## config.mk

```make
export PLATFORM = sky130hd
export DESIGN_NAME = mem_stage
export DESIGN_NICKNAME = d
export VERILOG_FILES = /design/src/rtl/mem_stage_pkg.sv /design/src/rtl/mem_stage_load_store_align.sv /design/src/rtl/mem_stage.sv
export SDC_FILE = /design/constraint.sdc
export NUM_CORES = 1
export LEC_CHECK = 0
export CORE_MARGIN = 3
export CORE_UTILIZATION = 45
export CTS_BUF_LIST = sky130_fd_sc_hd__clkbuf_16
export DETAILED_ROUTE_END_ITERATION = 8
export PLACE_DENSITY = 0.8
export SYNTH_ARGS = -nofsm -noshare
export SYNTH_HDL_FRONTEND = slang
export SYNTH_SLANG_ARGS = --single-unit
export TNS_END_PERCENT = 30
```

## constraint.sdc

```tcl
create_clock -name clk -period 2.5 [get_ports clk]
set_input_delay 0.5 -clock clk [delete_from_list [all_inputs] [get_ports clk]]
set_output_delay 0.5 -clock clk [all_outputs]
set_load 0.005 [all_outputs]
```

## src/rtl/mem_stage_pkg.sv

```systemverilog
// Shared types and constants for the MEM pipeline stage: funct3 codes, FSM states, captured-access metadata.
package mem_stage_pkg;

  localparam int XLEN    = 32;
  localparam int WSTRB_W = XLEN / 8;

  localparam logic [2:0] FUNCT3_BEQ = 3'b000;
  localparam logic [2:0] FUNCT3_BNE = 3'b001;

  localparam logic [1:0] SZ_B = 2'b00;
  localparam logic [1:0] SZ_H = 2'b01;
  localparam logic [1:0] SZ_W = 2'b10;

  typedef enum logic {
    ST_IDLE = 1'b0,
    ST_WAIT = 1'b1
  } state_e;

  // Everything about an outstanding access that WB still needs once the ack arrives.
  typedef struct packed {
    logic [2:0]      funct3;
    logic [4:0]      rd;
    logic            reg_write;
    logic            is_store;
    logic [1:0]      addr_lo;
    logic [XLEN-1:0] alu;
  } meta_t;

  function automatic logic branch_taken(input logic [2:0] f3, input logic zero);
    logic taken;
    case (f3)
      FUNCT3_BEQ: taken = zero;
      FUNCT3_BNE: taken = ~zero;
      default:    taken = 1'b0;
    endcase
    return taken;
  endfunction

endpackage

```

## src/rtl/mem_stage_load_store_align.sv

```systemverilog
// Byte-lane steering for data memory: store strobes/replicated data, load extraction/extension, alignment check.
// Purely combinational, zero latency, no flow control.
module load_store_align
  import mem_stage_pkg::*;
(
  input  logic [1:0]         addr_lo,
  input  logic [2:0]         funct3,
  input  logic [XLEN-1:0]    store_data,
  input  logic [XLEN-1:0]    rdata,
  output logic [WSTRB_W-1:0] wstrb,
  output logic [XLEN-1:0]    wdata,
  output logic [XLEN-1:0]    load_data,
  output logic               misaligned
);

  logic [XLEN-1:0] lane;
  logic            is_unsigned;

  always_comb begin
    lane        = rdata >> {addr_lo, 3'b000};
    is_unsigned = funct3[2];
    wstrb       = {WSTRB_W{1'b1}};
    wdata       = store_data;
    load_data   = rdata;
    misaligned  = 1'b0;
    case (funct3[1:0])
      SZ_B: begin
        wstrb     = 4'b0001 << addr_lo;
        wdata     = {4{store_data[7:0]}};
        load_data = {{24{lane[7] & ~is_unsigned}}, lane[7:0]};
      end
      SZ_H: begin
        wstrb      = 4'b0011 << addr_lo;
        wdata      = {2{store_data[15:0]}};
        load_data  = {{16{lane[15] & ~is_unsigned}}, lane[15:0]};
        misaligned = addr_lo[0];
      end
      default: begin
        // Size code 11 has no narrower meaning, so it is handled as a word.
        misaligned = |addr_lo;
      end
    endcase
  end

endmodule

```

## src/rtl/mem_stage.sv

```systemverilog
// MEM stage: resolves branches, runs the dmem req/ack access, emits a one-entry WB result.
// Result 1 cycle after accept (non-memory) or after ack/timeout; ex_ready low while an access is outstanding.
module mem_stage
  import mem_stage_pkg::*;
#(
  parameter int TIMEOUT_CYCLES = 16
) (
  input  logic               clk,
  input  logic               reset,
  input  logic               ex_valid,
  output logic               ex_ready,
  input  logic [XLEN-1:0]    ALUResult,
  input  logic               zeroFlag,
  input  logic [XLEN-1:0]    branchTargetAddress,
  input  logic [XLEN-1:0]    storeData,
  input  logic [2:0]         funct3,
  input  logic               MemRead,
  input  logic               MemWrite,
  input  logic               Branch,
  input  logic               RegWrite,
  input  logic [4:0]         rd,
  output logic               PCSrc,
  output logic [XLEN-1:0]    pc_target,
  output logic               dmem_req,
  output logic               dmem_we,
  output logic [XLEN-1:0]    dmem_addr,
  output logic [XLEN-1:0]    dmem_wdata,
  output logic [WSTRB_W-1:0] dmem_wstrb,
  input  logic               dmem_ack,
  input  logic [XLEN-1:0]    dmem_rdata,
  output logic               wb_valid,
  output logic               wb_RegWrite,
  output logic [4:0]         wb_rd,
  output logic [XLEN-1:0]    wb_data,
  output logic               mem_err
);

  localparam int CNT_W = (TIMEOUT_CYCLES < 2) ? 1 : $clog2(TIMEOUT_CYCLES);
  localparam logic [CNT_W-1:0] CNT_LAST = CNT_W'(TIMEOUT_CYCLES - 1);

  state_e             state_q, state_d;
  logic [CNT_W-1:0]   cnt_q, cnt_d;
  meta_t              meta_q, meta_d;
  logic               ex_ready_q, ex_ready_d;
  logic               pcsrc_q, pcsrc_d;
  logic [XLEN-1:0]    pc_target_q, pc_target_d;
  logic               req_q, req_d;
  logic               we_q, we_d;
  logic [XLEN-1:0]    addr_q, addr_d;
  logic [XLEN-1:0]    wdata_q, wdata_d;
  logic [WSTRB_W-1:0] wstrb_q, wstrb_d;
  logic               wb_valid_q, wb_valid_d;
  logic               wb_regwrite_q, wb_regwrite_d;
  logic [4:0]         wb_rd_q, wb_rd_d;
  logic [XLEN-1:0]    wb_data_q, wb_data_d;
  logic               mem_err_q, mem_err_d;

  logic               accept;
  logic               is_mem;
  logic [1:0]         al_addr;
  logic [2:0]         al_funct3;
  logic [WSTRB_W-1:0] al_wstrb;
  logic [XLEN-1:0]    al_wdata;
  logic [XLEN-1:0]    al_load;
  logic               al_misaligned;

  // One aligner serves both phases: live EX fields on accept, captured fields while waiting for ack.
  assign al_addr   = (state_q == ST_WAIT) ? meta_q.addr_lo : ALUResult[1:0];
  assign al_funct3 = (state_q == ST_WAIT) ? meta_q.funct3  : funct3;

  load_store_align u_align (
    .addr_lo    (al_addr),
    .funct3     (al_funct3),
    .store_data (storeData),
    .rdata      (dmem_rdata),
    .wstrb      (al_wstrb),
    .wdata      (al_wdata),
    .load_data  (al_load),
    .misaligned (al_misaligned)
  );

  assign accept = ex_valid & ex_ready_q;
  assign is_mem = MemRead | MemWrite;

  always_comb begin
    state_d       = state_q;
    cnt_d         = cnt_q;
    meta_d        = meta_q;
    pcsrc_d       = 1'b0;
    pc_target_d   = pc_target_q;
    req_d         = req_q;
    we_d          = we_q;
    addr_d        = addr_q;
    wdata_d       = wdata_q;
    wstrb_d       = wstrb_q;
    wb_valid_d    = 1'b0;
    wb_regwrite_d = 1'b0;
    wb_rd_d       = wb_rd_q;
    wb_data_d     = wb_data_q;
    mem_err_d     = 1'b0;

    case (state_q)
      ST_IDLE: begin
        if (accept) begin
          wb_rd_d   = rd;
          wb_data_d = ALUResult;
          if (Branch) begin
            pcsrc_d     = branch_taken(funct3, zeroFlag);
            pc_target_d = branchTargetAddress;
            wb_valid_d  = 1'b1;
          end else if (is_mem && al_misaligned) begin
            wb_valid_d = 1'b1;
            mem_err_d  = 1'b1;
          end else if (is_mem) begin
            state_d = ST_WAIT;
            cnt_d   = '0;
            req_d   = 1'b1;
            we_d    = MemWrite;
            addr_d  = {ALUResult[XLEN-1:2], 2'b00};
            wdata_d = al_wdata;
            wstrb_d = al_wstrb;
            meta_d  = '{funct3:    funct3,
                        rd:        rd,
                        reg_write: RegWrite,
                        is_store:  MemWrite,
                        addr_lo:   ALUResult[1:0],
                        alu:       ALUResult};
          end else begin
            wb_valid_d    = 1'b1;
            wb_regwrite_d = RegWrite;
          end
        end
      end
      ST_WAIT: begin
        // An ack arriving on the timeout edge completes normally.
        if (dmem_ack) begin
          state_d       = ST_IDLE;
          req_d         = 1'b0;
          wb_valid_d    = 1'b1;
          wb_regwrite_d = meta_q.reg_write & ~meta_q.is_store;
          wb_rd_d       = meta_q.rd;
          wb_data_d     = meta_q.is_store ? meta_q.alu : al_load;
        end else if (cnt_q == CNT_LAST) begin
          state_d    = ST_IDLE;
          req_d      = 1'b0;
          wb_valid_d = 1'b1;
          wb_rd_d    = meta_q.rd;
          wb_data_d  = meta_q.alu;
          mem_err_d  = 1'b1;
        end else begin
          cnt_d = cnt_q + 1'b1;
        end
      end
      default: state_d = ST_IDLE;
    endcase

    ex_ready_d = (state_d == ST_IDLE);
  end

  always_ff @(posedge clk) begin
    if (reset) begin
      state_q       <= ST_IDLE;
      cnt_q         <= '0;
      meta_q        <= '0;
      ex_ready_q    <= 1'b0;
      pcsrc_q       <= 1'b0;
      pc_target_q   <= '0;
      req_q         <= 1'b0;
      we_q          <= 1'b0;
      addr_q        <= '0;
      wdata_q       <= '0;
      wstrb_q       <= '0;
      wb_valid_q    <= 1'b0;
      wb_regwrite_q <= 1'b0;
      wb_rd_q       <= '0;
      wb_data_q     <= '0;
      mem_err_q     <= 1'b0;
    end else begin
      state_q       <= state_d;
      cnt_q         <= cnt_d;
      meta_q        <= meta_d;
      ex_ready_q    <= ex_ready_d;
      pcsrc_q       <= pcsrc_d;
      pc_target_q   <= pc_target_d;
      req_q         <= req_d;
      we_q          <= we_d;
      addr_q        <= addr_d;
      wdata_q       <= wdata_d;
      wstrb_q       <= wstrb_d;
      wb_valid_q    <= wb_valid_d;
      wb_regwrite_q <= wb_regwrite_d;
      wb_rd_q       <= wb_rd_d;
      wb_data_q     <= wb_data_d;
      mem_err_q     <= mem_err_d;
    end
  end

  assign ex_ready    = ex_ready_q;
  assign PCSrc       = pcsrc_q;
  assign pc_target   = pc_target_q;
  assign dmem_req    = req_q;
  assign dmem_we     = we_q;
  assign dmem_addr   = addr_q;
  assign dmem_wdata  = wdata_q;
  assign dmem_wstrb  = wstrb_q;
  assign wb_valid    = wb_valid_q;
  assign wb_RegWrite = wb_regwrite_q;
  assign wb_rd       = wb_rd_q;
  assign wb_data     = wb_data_q;
  assign mem_err     = mem_err_q;

endmodule

```

==> run_results.csv <==
group,metric,value,unit
outcome,outcome,"completed",
pwr,p_seq_share,41.8,%
logic_synthesis,synthArstFlopShare,0,%
grt,grt_max_degree,67,
critical_path,reg2regPathDepth,6,
clock_tree,hold_buffers,0,
floorplan,die-area,19470,um^2
timing,hold_violations,0,
pwr,intPower,4702,uW
layout,drive_gt1_share,11.27,%
logic_synthesis,synth_edf_count,0,
grt,track_usage,27.54,%
logic_synthesis,ys_ff_latch,158,
place,gp_congestion,0.9234,
grt,grt_antenna_before_repair,1,
floorplan,dieHeight,139.5,um
pwr,p_per_area,542.1,nW/um^2
timing,max_freq,0.4348,GHz
critical_path,cp_max_fo,23,
clock_tree,clkTransAtPathRegs,0.06,ns
timing,slew_headroom,63.28,%
clock_tree,htree_levels,4,
clock_tree,clock_sinks,158,
critical_path,reg2reg_to,"wb_data[11]$_SDFFE_PP0P_",
pwr,swShare,26.52,%
critical_path,critPathCaptureType,"flop",
critical_path,timing.rr.start,"state_q$_SDFF_PP0_",
routing,ant_nets,0,
logic_synthesis,yosysSeqAreaShare,39.41,%
floorplan,die_w,139.5,um
layout,final_nets,1428,
critical_path,path_class,"flop to flop",
min_path,hold_class,"flop to flop",
timing,setup_slack,0.2003,ns
grt,grt_pass1_vias,8358,
pwr,pwr-share-comb,18.3,%
clock_tree,clock-root-buffer,"clkbuf_16",
timing,setup_viol,0,
floorplan,fp.coreArea,17360,um^2
routing,vias,8702,
grt,grt_pass1_wl,44100,um
place,placement.io_buffers,286,
floorplan,rows,48,
timing,period_minus_slack,2.300,ns
min_path,hold_depth,2,
flow_run,max-cap-violations,0,
layout,area_delta_synth_final,47.10,%
layout,fill_cells,1462,
timing,finalCritPeriodShare,91.99,%
routing,drt-initial-drc-count,722,
pwr,p_switching,1697,uW
timing,finalClockSkew,0.01086,ns
clock_tree,cts_setup_buffers,0,
logic_synthesis,yosysWarnings,0,
clock_tree,clk_latency,0.42,ns
logic_synthesis,netlist_area,8025,um^2
routing,vias_per_cell,5.721,
grt,gr-total-overflow,0,
critical_path,r2r_setup_slack,0.20,ns
routing,remaining_drc_errors,0,
critical_path,crit_arrival,2.59,ns
place,place_ws,-0.1540,ns
min_path,hp-start,"pc_target[6]$_SDFFE_PP0P_",
floorplan,start_util,46.24,%
pwr,clkPwrFrac,39.9,%
place,dpl.hpwl,20540,um
critical_path,startpoint_type,"flop",
timing,rsz0062_at_grt,"false",
min_path,holdPathEnd,"pc_target[6]$_SDFFE_PP0P_",
clock_tree,clock_path_buffers,2,
pwr,leakage,0.004093,uW
routing,drt-total-wl,27780,um
timing,worst_slew_pin_slew,0.5450,ns
layout,post-route-util,68.01,%
pwr,worst_ir_drop_vdd,0.0005034,V
routing,first_pass_iters,5,
routing,avgRoutedWirePerCell,18.27,um
clock_tree,post_cts_resize_count,0,
logic_synthesis,avgSynthCellArea,7.868,um^2
clock_tree,cts_tree,"yes",
logic_synthesis,synth_flop_cell,"dfxtp_1",
floorplan,ioPinCount,289,
logic_synthesis,ys_types,73,
timing,drv_slew,0,
logic_synthesis,syn-instance-count,1020,
pwr,p_total,6400,uW
critical_path,cp.required,2.79,ns
clock_tree,cts-buffers-inserted,17,
## sequential cells by signal, summed over array words and instances, names as in the netlist, 4 cells and up
register    flops
pc_target      32
wb_rd           5
dmem_wdata     32
dmem_wstrb      4
wb_data        32
meta_q         40
cnt_q           4
## synthesized netlist by cell type (10+ instances only)
| library cell | instances | area (um^2) |
|---|---|---|
| nor2b_1 | 20 | 125.1 |
| a21oi_1 | 112 | 560.5 |
| nor2_1 | 90 | 337.8 |
| buf_2 | 27 | 135.1 |
| o211ai_1 | 14 | 105.1 |
| dfxtp_1 | 158 | 3163 |
| nand3_1 | 16 | 80.08 |
| mux2_2 | 11 | 123.9 |
| o21ai_0 | 36 | 180.2 |
| a311oi_1 | 21 | 183.9 |
| clkbuf_1 | 47 | 176.4 |
| nand2_1 | 231 | 867.1 |
| buf_4 | 37 | 277.8 |
| a221oi_1 | 12 | 105.1 |
| a211oi_1 | 29 | 217.7 |
| nand2b_1 | 12 | 75.07 |
| nor3_1 | 17 | 85.08 |
| a221oi_2 | 10 | 150.1 |
## cells by family after synthesis
kind of cell,synth area share [%]
buffers and inverters,8.325
AOI/OAI and AO/OA,25.91
adders and majority gates,0.1559
xor gates and xnor gates,0.1092
DFF,39.41
muxes,3.570
and+or+nand+nor,22.47
other,0.04673
## stage by stage
stage | hold slack [ns] | std cells | TNS [ns] | cell area (um^2)
final | 0.4521 | 1521 | 0 | 11810
after global routing | 0.4672 | 1521 | 0 | 11810
after CTS | 0.4542 | 1520 | 0 | 11800
after detailed placement | 0.4457 | 1488 | -3.489 | 11230
after global placement | 0.4406 | 1488 | -1.134 | 11230
after floorplan | 0.4359 | 1021 | 0 | 8029
## metal layers
metal | routed length, um | vias up | track usage (%)
li1 | - | 4105 | -
met2 | 12650 | 487 | 43.16
met1 | 11420 | 4023 | 35.38
met4 | 1074 | 0 | 11.63
met3 | 2639 | 87 | 8.385
met5 | 0 | - | 0
## cell type report
| type | instances | area [um^2] | area share [%] |
|---|---|---|---|
| multi-input cells | 741 | 4218 | 35.73 |
| repair buffers | 359 | 3546 | 30.04 |
| flip-flops and latches | 158 | 3167 | 26.83 |
| clock buffers | 17 | 425.4 | 3.604 |
| well taps | 225 | 281.5 | 2.385 |
| clock inverters | 15 | 146.4 | 1.240 |
| inverters | 5 | 18.77 | 0.1590 |
| diodes | 1 | 2.502 | 0.02120 |
## critical path, stage by stage (launching register included)
cell       delay [ns]
dfxtp_4          0.58
mux2i_4          0.38
buf_4            0.21
nand3_1          0.08
a221oi_1         0.32
a211oi_1         0.14
a2111oi_0        0.44
## power groups by stage
| stage | clock [uW] | combinational, uW | sequential, uW |
|---|---|---|---|
| 6_report | 2550 | 1170 | 2670 |
| 3_5_place_dp | 0 | 1150 | 2730 |
| 4_1_cts | 2590 | 1160 | 2670 |
| 3_3_place_gp | 0 | 1140 | 2730 |
| 2_1_floorplan | 0 | 496 | 2720 |
| 5_1_grt | 2680 | 1260 | 2680 |
## how the worst max path moves through the flow
stage / depth (start not counted) / from / endpoint / slack, ns
finish: 6 / state_q$_SDFF_PP0_ / wb_data[11]$_SDFFE_PP0P_ / 0.20
global route: 7 / state_q$_SDFF_PP0_ / dmem_wdata[16]$_SDFFE_PP0P_ / 0.03
CTS: 7 / state_q$_SDFF_PP0_ / dmem_wdata[17]$_SDFFE_PP0P_ / 0.26
detailed placement: 7 / ALUResult[0] / wb_data[11]$_SDFFE_PP0P_ / -0.15
global placement: 9 / ALUResult[0] / wb_data[6]$_SDFFE_PP0P_ / -0.05
floorplan: 7 / funct3[1] / wb_data[20]$_SDFFE_PP0P_ / 0.44
## layout by cell type (no fill, tap or decap), types with 10 or more instances in the layout
cell and instances:
nor3_1 17, dfxtp_1 157, o211ai_1 14, a221oi_2 10, mux2_2 11, nor2b_1 19, nand2b_1 12, a21oi_1 112
nor2_1 89, a221oi_1 12, buf_4 63, a311oi_1 21, clkbuf_16 17, buf_12 11, o21ai_0 36, nand3_1 16
nand2_1 231, clkdlybuf4s50_1 285, a211oi_1 29
No activity file was read; power rests on OpenSTA's default activity.
